**src/rtl/uart_pkg.sv**
```systemverilog
// Shared definitions for the UART transmitter/receiver pair: frame states,
// default line rates and the clocks-per-bit helper.
package uart_pkg;

  localparam int DEFAULT_CLOCK_FREQ = 50_000_000;
  localparam int DEFAULT_BAUD_RATE  = 9600;
  localparam int FRAME_DATA_BITS    = 8;

  typedef enum logic [2:0] {
    IDLE    = 3'd0,
    START   = 3'd1,
    DATA    = 3'd2,
    PARITY  = 3'd3,
    STOP    = 3'd4,
    RECOVER = 3'd5
  } uart_state_e;

  function automatic int clocks_per_bit(input int clock_freq, input int baud_rate);
    return clock_freq / baud_rate;
  endfunction

endpackage

```
**src/rtl/uart_rx_if.sv**
```systemverilog
// Receive-side byte handshake and status bundle between uart_rx (master)
// and the consuming logic (slave).
interface uart_rx_if;
  logic [7:0] data;
  logic       valid;
  logic       ready;
  logic       busy;
  logic       frame_err;
  logic       overrun;
  logic       parity_err;

  modport master (
    output data, valid, busy, frame_err, overrun, parity_err,
    input  ready
  );

  modport slave (
    input  data, valid, busy, frame_err, overrun, parity_err,
    output ready
  );
endinterface

```
**src/rtl/uart_sync.sv**
```systemverilog
// Two-flop synchroniser for asynchronous inputs; flops load rst_val on
// synchronous active-low reset so the output starts at a known level.
module uart_sync #(
  parameter int WIDTH = 1
) (
  input  logic             clk,
  input  logic             rst,
  input  logic [WIDTH-1:0] rst_val,
  input  logic [WIDTH-1:0] d,
  output logic [WIDTH-1:0] q
);

  logic [WIDTH-1:0] sync_p0;
  logic [WIDTH-1:0] sync_p1;

  always_ff @(posedge clk) begin
    if (!rst) begin
      sync_p0 <= rst_val;
      sync_p1 <= rst_val;
    end else begin
      sync_p0 <= d;
      sync_p1 <= sync_p0;
    end
  end

  assign q = sync_p1;

endmodule

```
**src/rtl/uart_rx.sv**
```systemverilog
// 8N1 UART receiver with mid-bit sampling and a valid/ready byte output.
// Define UART_RX_PARITY_EN to add an even-parity bit and parity_err reporting.
module uart_rx
  import uart_pkg::*;
#(
  parameter int CLOCK_FREQ     = DEFAULT_CLOCK_FREQ,
  parameter int BAUD_RATE      = DEFAULT_BAUD_RATE,
  parameter int CLOCKS_PER_BIT = clocks_per_bit(CLOCK_FREQ, BAUD_RATE)
) (
  input logic       clk,
  input logic       rst,
  input logic       rx,
  uart_rx_if.master bus
);

  localparam int CNT_W = $clog2(CLOCKS_PER_BIT);
  localparam int IDX_W = $clog2(FRAME_DATA_BITS);
  localparam int HALF  = CLOCKS_PER_BIT / 2;
  localparam logic [CNT_W-1:0] CNT_HALF = CNT_W'(HALF - 1);
  localparam logic [CNT_W-1:0] CNT_LAST = CNT_W'(CLOCKS_PER_BIT - 1);
  localparam logic [IDX_W-1:0] IDX_LAST = IDX_W'(FRAME_DATA_BITS - 1);

  logic rx_s;

  uart_sync #(.WIDTH(1)) u_sync (
    .clk     (clk),
    .rst     (rst),
    .rst_val (1'b1),
    .d       (rx),
    .q       (rx_s)
  );

  uart_state_e      state, state_next;
  logic [CNT_W-1:0] cnt, cnt_next;
  logic [IDX_W-1:0] idx, idx_next;
  logic [7:0]       shreg;
  logic             shift_en;
  logic             stop_ok;
  logic             stop_bad;
  logic             deliver;
  logic [7:0]       rx_data;
  logic             rx_valid;
  logic             frame_pulse;
  logic             overrun_pulse;

`ifdef UART_RX_PARITY_EN
  logic par_sample;
  logic par_bit;
  logic par_bad;
  logic parity_pulse;
`endif

  always_ff @(posedge clk) begin
    if (!rst) begin
      state <= IDLE;
      cnt   <= '0;
      idx   <= '0;
    end else begin
      state <= state_next;
      cnt   <= cnt_next;
      idx   <= idx_next;
    end
  end

  always_comb begin
    state_next = state;
    cnt_next   = cnt + 1'b1;
    idx_next   = idx;
    shift_en   = 1'b0;
    stop_ok    = 1'b0;
    stop_bad   = 1'b0;
`ifdef UART_RX_PARITY_EN
    par_sample = 1'b0;
`endif
    case (state)
      IDLE: begin
        cnt_next = '0;
        if (!rx_s) state_next = START;
      end
      START: begin
        // Re-check the line half a bit in so glitches are rejected as false starts
        if (cnt == CNT_HALF) begin
          cnt_next   = '0;
          idx_next   = '0;
          state_next = rx_s ? IDLE : DATA;
        end
      end
      DATA: begin
        if (cnt == CNT_LAST) begin
          cnt_next = '0;
          shift_en = 1'b1;
          if (idx == IDX_LAST) begin
`ifdef UART_RX_PARITY_EN
            state_next = PARITY;
`else
            state_next = STOP;
`endif
          end else begin
            idx_next = idx + 1'b1;
          end
        end
      end
`ifdef UART_RX_PARITY_EN
      PARITY: begin
        if (cnt == CNT_LAST) begin
          cnt_next   = '0;
          par_sample = 1'b1;
          state_next = STOP;
        end
      end
`endif
      STOP: begin
        if (cnt == CNT_LAST) begin
          cnt_next = '0;
          if (rx_s) begin
            stop_ok    = 1'b1;
            state_next = IDLE;
          end else begin
            stop_bad   = 1'b1;
            state_next = RECOVER;
          end
        end
      end
      RECOVER: begin
        cnt_next = '0;
        if (rx_s) state_next = IDLE;
      end
      default: begin
        cnt_next   = '0;
        state_next = IDLE;
      end
    endcase
  end

  // LSB arrives first, so bits enter at the MSB and shift down
  always_ff @(posedge clk) begin
    if (shift_en) shreg <= {rx_s, shreg[7:1]};
  end

`ifdef UART_RX_PARITY_EN
  always_ff @(posedge clk) begin
    if (par_sample) par_bit <= rx_s;
  end

  assign par_bad = par_bit ^ (^shreg);
  assign deliver = stop_ok && !par_bad;

  always_ff @(posedge clk) begin
    if (!rst) parity_pulse <= 1'b0;
    else      parity_pulse <= stop_ok && par_bad;
  end

  assign bus.parity_err = parity_pulse;
`else
  assign deliver        = stop_ok;
  assign bus.parity_err = 1'b0;
`endif

  // A same-cycle accept frees the holding register for the new byte
  always_ff @(posedge clk) begin
    if (!rst) begin
      rx_data       <= '0;
      rx_valid      <= 1'b0;
      frame_pulse   <= 1'b0;
      overrun_pulse <= 1'b0;
    end else begin
      frame_pulse   <= stop_bad;
      overrun_pulse <= 1'b0;
      if (rx_valid && bus.ready) rx_valid <= 1'b0;
      if (deliver) begin
        if (!rx_valid || bus.ready) begin
          rx_data  <= shreg;
          rx_valid <= 1'b1;
        end else begin
          overrun_pulse <= 1'b1;
        end
      end
    end
  end

  assign bus.data      = rx_data;
  assign bus.valid     = rx_valid;
  assign bus.busy      = (state != IDLE);
  assign bus.frame_err = frame_pulse;
  assign bus.overrun   = overrun_pulse;

endmodule

```
**src/flat_wrapper.sv**
```systemverilog
// flat-port wrapper written by rule: the top's interface ports become plain ports
module uart_rx_flat import uart_pkg::*;
#(
  parameter int CLOCK_FREQ     = DEFAULT_CLOCK_FREQ,
  parameter int BAUD_RATE      = DEFAULT_BAUD_RATE,
  parameter int CLOCKS_PER_BIT = clocks_per_bit(CLOCK_FREQ, BAUD_RATE)
)
  (clk, rst, rx, bus_data, bus_valid, bus_busy, bus_frame_err, bus_overrun, bus_parity_err, bus_ready);
  uart_rx_if bus_i ();
  input logic clk;
  input logic rst;
  input logic rx;
  output wire logic [$bits(bus_i.data)-1:0] bus_data;
  output wire logic [$bits(bus_i.valid)-1:0] bus_valid;
  output wire logic [$bits(bus_i.busy)-1:0] bus_busy;
  output wire logic [$bits(bus_i.frame_err)-1:0] bus_frame_err;
  output wire logic [$bits(bus_i.overrun)-1:0] bus_overrun;
  output wire logic [$bits(bus_i.parity_err)-1:0] bus_parity_err;
  input wire logic [$bits(bus_i.ready)-1:0] bus_ready;
  assign bus_data = bus_i.data;
  assign bus_valid = bus_i.valid;
  assign bus_busy = bus_i.busy;
  assign bus_frame_err = bus_i.frame_err;
  assign bus_overrun = bus_i.overrun;
  assign bus_parity_err = bus_i.parity_err;
  assign bus_i.ready = bus_ready;
  uart_rx #(.CLOCK_FREQ(CLOCK_FREQ), .BAUD_RATE(BAUD_RATE), .CLOCKS_PER_BIT(CLOCKS_PER_BIT)) u_core (.clk(clk), .rst(rst), .rx(rx), .bus(bus_i));
endmodule
```
**config.mk**
```make
export PLATFORM = sky130hd
export DESIGN_NAME = uart_rx_flat
export DESIGN_NICKNAME = d
export VERILOG_FILES = /design/src/rtl/uart_pkg.sv /design/src/rtl/uart_rx_if.sv /design/src/rtl/uart_sync.sv /design/src/rtl/uart_rx.sv /design/src/flat_wrapper.sv
export SDC_FILE = /design/constraint.sdc
export NUM_CORES = 1
export LEC_CHECK = 0
export ABC_AREA = 1
export BUFFER_PORTS_ARGS = -buffer_cell sky130_fd_sc_hd__buf_2
export CAP_MARGIN = 40
export CORE_MARGIN = 2
export CORE_UTILIZATION = 28
export CTS_CLUSTER_SIZE = 28
export DETAILED_ROUTE_END_ITERATION = 10
export GPL_ROUTABILITY_DRIVEN = 0
export PLACE_DENSITY = 0.51
export SETUP_SLACK_MARGIN = 0.5
export SYNTH_ARGS = -nofsm -noshare
export SYNTH_HDL_FRONTEND = slang
export SYNTH_SLANG_ARGS = --single-unit
```
**constraint.sdc**
```tcl
create_clock -name clk -period 2 [get_ports clk]
set_input_delay 0.3 -clock clk [delete_from_list [all_inputs] [get_ports clk]]
set_output_delay 0.3 -clock clk [all_outputs]
set_load 0.02 [all_outputs]
```
==> flow_summary.yaml, run 1 <==
critical_path:
  cp_slowest_cell: "dfxtp_4"
  cp-start-kind: "flop"
  cp_cell_sequence: "ha_4 > nand2_4 > nor2_4 > nand3_4 > nand2_4 > nand2_4 > o211ai_4 > buf_12 > nor2_2"
  worst_ep_arrival_time_ps: 1630
  worstSetupEndpointType: "flop"
  worstPathRequired_ps: 2190
  worstSetupPathType: "reg -> reg"
  path_max_fanout: 7
  critPathMaxStageDelay_ps: 370
  critPathBufInv: 1
  crit_top_cell: "nand2_4"
  path_delay_family: "simple AND/OR/NAND/NOR gates"
run_status:
  outcome: "complete, no violations"
yosys:
  syn_area_per_cell_sq_um: 7.68
  synthTopCellsByArea: "dfxtp_1 33%, edfxtp_1 12%, nand2_1 11%, inv_1 7.4%, nor2_1 7.0%"
  yosys.area.top_type: "dfxtp_1"
  synth_edf_count: 8
  synth_top_area_share_pct: 33.1
  synthCells: 252
  syn-cell-area_sq_mm: 0.00194
  ys_async_sr_fraction_pct: 0
  ys_ff_latch: 40
  synthDistinctLibCells: 29
  yosysSeqAreaShare_pct: 45.5
  syn_nets: 259
  ys.flop_type: "dfxtp_1"
  yosysWarningCount: 0
detailed_routing:
  wl_per_cell_microns: 11.1
  first_pass_iters: 4
  viasPerCell: 4.36
  drc: 0
  drt-initial-drc-count: 39
  ant_nets: 0
  drt-total-wl_microns: 3980
  vias: 1562
power:
  p_per_area_mw_per_mm2: 1100
  peakVddDrop_v: 0.000421
  seq_power_share_pct: 36.0
  switching_share_pct: 37.1
  p_switching_mw: 0.971
  p_int_mw: 1.65
  leakage_nw: 1.01
  pwr-share-clk_pct: 25.9
  comb_power_share_pct: 38.1
die:
  fp-row-count: 30
  die_y_microns: 87.1
  fp.dieW_microns: 87.1
  io_pins: 17
  start_util_pct: 28.6
  core-area_sq_mm: 0.00676
  dieArea_sq_mm: 0.00759
worst_hold_path:
  hold_path.class: "in -> reg"
placement:
  place.port_buffers: 15
  hpwl_microns: 2570
timing:
  rsz0062_at_grt: "yes"
  finClkSkew_ps: 9.80
  hold_viol: 0
  max_freq_mhz: 691
  fin_setup_tns_ps: 0
  setup_viol: 0
  period_minus_slack_ps: 1450
  min_period_over_period_pct: 72.4
  slew_violations: 0
grt:
  grt_max_degree: 18
  antenna_found_initial: 0
  first_global_vias: 1513
  grt.overflow.total: 0
  grt_usage_pct: 10.8
  grt_pass1_wl_microns: 6440
clocking:
  clock_sinks: 40
  ctsRootBufferMaster: "clkbuf_8"
  clkLatencyLatePin_ps: 300
  clk_transition_reported_paths_ps: 80
  hold_buffers: 0
  cts_htree_levels: 2
  cts.path.max_buffers: 2
  cts_tree: "yes"
  cts_buffers: 5
cells_and_area:
  final_util_pct: 35.4
  layout_common_cells: "54 x nand2_1, 35 x inv_1, 32 x nor2_1"
  final_common_cell: "nand2_1"
  area_delta_synth_final_pct: 23.5
  drive_above_1_share_pct: 29.1
  fillers: 722
  fin_nets: 284
  diodes: 0
flow_run:
  maxCapViolCount: 0
[Yosys cell counts (all sizes together), types with 2 or more instances]
library cell and instances:
buf 4, nand3 14, inv 41, nand2 64, o211ai 2, nor2 51, nand4 7, edfxtp 8
xor2 6, or2 2, ha 3, nor3 5, dfxtp 32, o21ai 8
[layer usage]
metal / GRT usage [%] / wire, microns
met5: 0 / 0
met4: 5.31 / 62
met1: 12.6 / 1900
met2: 18.0 / 1900
met3: 3.41 / 107
[cells by family (layout without fill, tap and decap cells)]
kind of cell | Yosys count | after routing | share of synthesized area [%]
simple gates | 145 | 146 | 35.6
buf+inv | 46 | 71 | 10.5
flops | 40 | 40 | 45.5
compound gates | 10 | 10 | 3.10
xor+xnor | 7 | 7 | 3.17
fa+ha+maj | 3 | 3 | 1.94
other cells | 1 | 1 | 0.194
[power by group through the flow]
| stage | combinational, mW | sequential [mW] | clock [mW] |
|---|---|---|---|
| after floorplan | 0.615 | 0.941 | 0 |
| after CTS | 0.866 | 0.937 | 0.703 |
| final | 0.997 | 0.944 | 0.678 |
| after detailed placement | 0.736 | 0.952 | 0 |
| after global routing | 1.14 | 0.952 | 0.739 |
| after global placement | 0.733 | 0.951 | 0 |
[flip-flops by register name (all words and copies together), names as in the netlist]
name / flops
u_core.bus.frame_err: 1
u_core.bus.data: 8
u_core.bus.valid: 1
u_core.idx: 3
u_core.bus.overrun: 1
u_core.cnt: 13
u_core.state: 3
u_core.u_sync.sync_p0: 1
u_core.shreg: 8
u_core.u_sync.q: 1
[final timing paths]
kind	slack (ps)	endpoint	from	cells after the start
worst max-delay path	550	u_core.cnt[4]	u_core.cnt[0]	9
worst min-delay path	200	u_core.u_sync.sync_p0	rx	2
worst max register to register	550	u_core.cnt[4]	u_core.cnt[0]	9
worst min register to register	420	u_core.u_sync.q	u_core.u_sync.sync_p0	1
[cell type report]
type                            instances  area [sq um]  area share, %
Clock buffer                            5          68.8           2.88
Clock inverter                          3          46.3           1.94
Inverter                               41           154           6.44
Tap cell                               80           100           4.19
Timing Repair Buffer                   22           153           6.38
Sequential cell                        40           890           37.2
Multi-Input combinational cell        167           980           41.0
[what timing repair did]
item | 4_1_cts | 5_1_grt
gates cloned | 0 | 1
pin swaps | 3 | 10
buffers inserted | 5 | 2
resized for setup | 10 | 23
endpoints found under the setup margin | 35 | 28
[stage by stage]
step / power (mW) / hold slack (ps) / setup WS (ps) / instance area, sq um / instances
after floorplan: 1.56 / 393 / 496 / 1940 / 252
after global placement: 1.68 / 399 / 345 / 2060 / 342
after detailed placement: 1.69 / 402 / 259 / 2060 / 342
after CTS: 2.51 / 193 / 517 / 2290 / 355
after global routing: 2.83 / 196 / 447 / 2390 / 358
final: 2.62 / 201 / 552 / 2390 / 358
No activity file was read; power rests on OpenSTA's default activity.
==> run 2: changes to the inputs <==
ABC_AREA = 0   (was 1)
clock period = 1.5 ns   (was 2 ns; I/O delays follow)
==> run 2 against run 1 <==
Effect of this change: the run now ends with setup timing left; largest power group is now registers; critical endpoint is now u_core.idx[0]; non-clock buffer count increased by 32; combinational power decreased by 87%; sequential power increased by 17%; clock-buffer cell count unchanged.
==> flow_summary.yaml, run 2 <==
yosys:
  yosys.area.top_type: "dfxtp_1"
  yosys-top-cells-count: "32 x dfxtp_1, 15 x nand3_1, 12 x a21oi_1, 12 x nand2_1, 10 x nor2_1"
  post-synth-top-count-cell: "dfxtp_1"
  syn-cell-area_sq_mm: 0.00181
  synth_top_area_share_pct: 35.4
  ys.flop_type: "dfxtp_1"
  yosysSeqAreaShare_pct: 48.7
  synthTopCellsByArea: "dfxtp_1 35%, edfxtp_1 13%, nand3_1 4.1%, xnor2_1 3.4%, a21oi_1 3.3%"
  syn_nets: 191
  yosysWarningCount: 0
  synthCells: 184
  syn_area_per_cell_sq_um: 9.83
  synth_edf_count: 8
  synthDistinctLibCells: 45
  ys_ff_latch: 40
  ys_async_sr_fraction_pct: 0
detailed_routing:
  drt-initial-drc-count: 50
  drc: 0
  viasPerCell: 4.84
  wl_per_cell_microns: 13.2
  ant_nets: 0
  drt-total-wl_microns: 4110
  first_pass_iters: 4
  vias: 1510
cells_and_area:
  largest-register: "u_core.cnt"
  drive_above_1_share_pct: 57.9
  area_delta_synth_final_pct: 52.5
  stdcell_count: 312
  layout_common_cells: "32 x buf_4, 16 x dfxtp_1, 15 x buf_6"
  largest_reg_flops: 13
  fin_nets: 241
  final_common_cell: "buf_4"
  diodes: 0
grt:
  first_global_vias: 1457
  antenna_found_initial: 0
  grt_usage_pct: 11.6
  grt_pass1_wl_microns: 6670
  grt.overflow.total: 0
  grt_max_degree: 15
power:
  leakage_nw: 0.956
  fin_total_pwr_mw: 2.15
  p_per_area_mw_per_mm2: 778
  peakVddDrop_v: 0.000518
critical_path:
  worstPathRequired_ps: 1680
  worst_ep_arrival_time_ps: 1720
  cp-start-kind: "flop"
  path_max_fanout: 6
  worstSetupPathType: "reg -> reg"
  worstSetupEndpointType: "flop"
placement:
  placed_cells: 300
  hpwl_microns: 2750
  place.port_buffers: 15
run_status:
  outcome: "complete, but fails checks"
  violations: "setup timing"
die:
  dieArea_sq_mm: 0.00712
  io_pins: 17
  core-area_sq_mm: 0.00631
  start_util_pct: 28.7
  fp.dieW_microns: 84.4
  fp-row-count: 29
  die_y_microns: 84.4
timing:
  rsz0062_at_grt: "yes"
  fin_hold_ws_ps: 108
  hold_viol: 0
  period_minus_slack_ps: 1540
  min_period_over_period_pct: 103
  slew_violations: 0
  worst_slack_ps: -43.9
  setup_viol: 3
  finClkSkew_ps: 9.19
  max_freq_mhz: 648
clocking:
  clock_sinks: 40
  ctsRootBufferMaster: "clkbuf_8"
  cts_tree: "yes"
  cts_buffers: 5
  cts_htree_levels: 2
  clk_transition_reported_paths_ps: 90
  cts.path.max_buffers: 2
  hold_buffers: 0
  clkLatencyLatePin_ps: 300
worst_hold_path:
  hold_path.class: "in -> reg"
flow_run:
  maxCapViolCount: 0
[run 2: worst paths after layout]
check                             start                    end  slack, ps  depth (start not counted)
setup / recovery        u_core.state[2]          u_core.idx[0]        -40                          4
hold / removal                       rx  u_core.u_sync.sync_p0        110                          2
setup reg to reg        u_core.state[2]          u_core.idx[0]        -40                          4
hold reg to reg   u_core.u_sync.sync_p0        u_core.u_sync.q        400                          1
[run 2: cells by family (layout without fill, tap and decap cells)]
kind of cell             Yosys count  after routing  share of synthesized area (%)
adder cells (fa/ha/maj)            3              3                           2.07
buffers and inverters             15             66                           4.63
AND/OR/NAND/NOR                   78             78                           26.0
other                              1              1                          0.207
AO/OA/AOI/OAI                     35             35                           12.6
flip-flops                        40             40                           48.7
XOR/XNOR                          12             12                           5.81
[run 2: stage by stage]
stage,TNS [ps],cell area [sq um],utilization (%),setup WS (ps)
floorplan,-581,1880,-,-37.7
global placement,-702,2230,35.3,-40.5
detailed placement,-852,2230,35.3,-59.8
CTS,-51.1,2620,41.5,-14.5
global route,-1120,2760,43.7,-100
finish,-118,2760,43.7,-43.9
[run 2: cell type report]
type | instances | area [sq um]
tap | 77 | 96.3
inverter | 4 | 15.0
fill | 601 | 3550
multi-input combinational | 129 | 1120
sequential | 40 | 908
clock inverter | 3 | 46.3
timing repair buffer | 54 | 504
clock buffer | 5 | 68.8
[run 2: critical path, cell delays in order, from the launching register on]
cell       delay [ps]
dfxtp_4           370
or3b_4            410
and4b_2           340
a2bb2oi_4         200
o32ai_2            90
[run 2: what timing repair did]
action | CTS | global route
buffers inserted | 3 | 0
cloned | 0 | 1
gates resized for setup | 72 | 26
pin swaps | 25 | 8
setup endpoints to repair | 48 | 50
[run 2: power by group]
group	leakage [nW]	total (mW)	switching (mW)	internal (mW)
registers	0.339	1.10	0.00713	1.09
logic	0.562	0.126	0.0632	0.0631
clock network	0.0548	0.920	0.418	0.502
[run 2: layer usage]
metal | share of wire, % | global-route usage [%]
met1 | 46 | 14.5
met2 | 49 | 19.1
met3 | 3.0 | 3.44
met4 | 1.2 | 4.33
met5 | 0 | 0
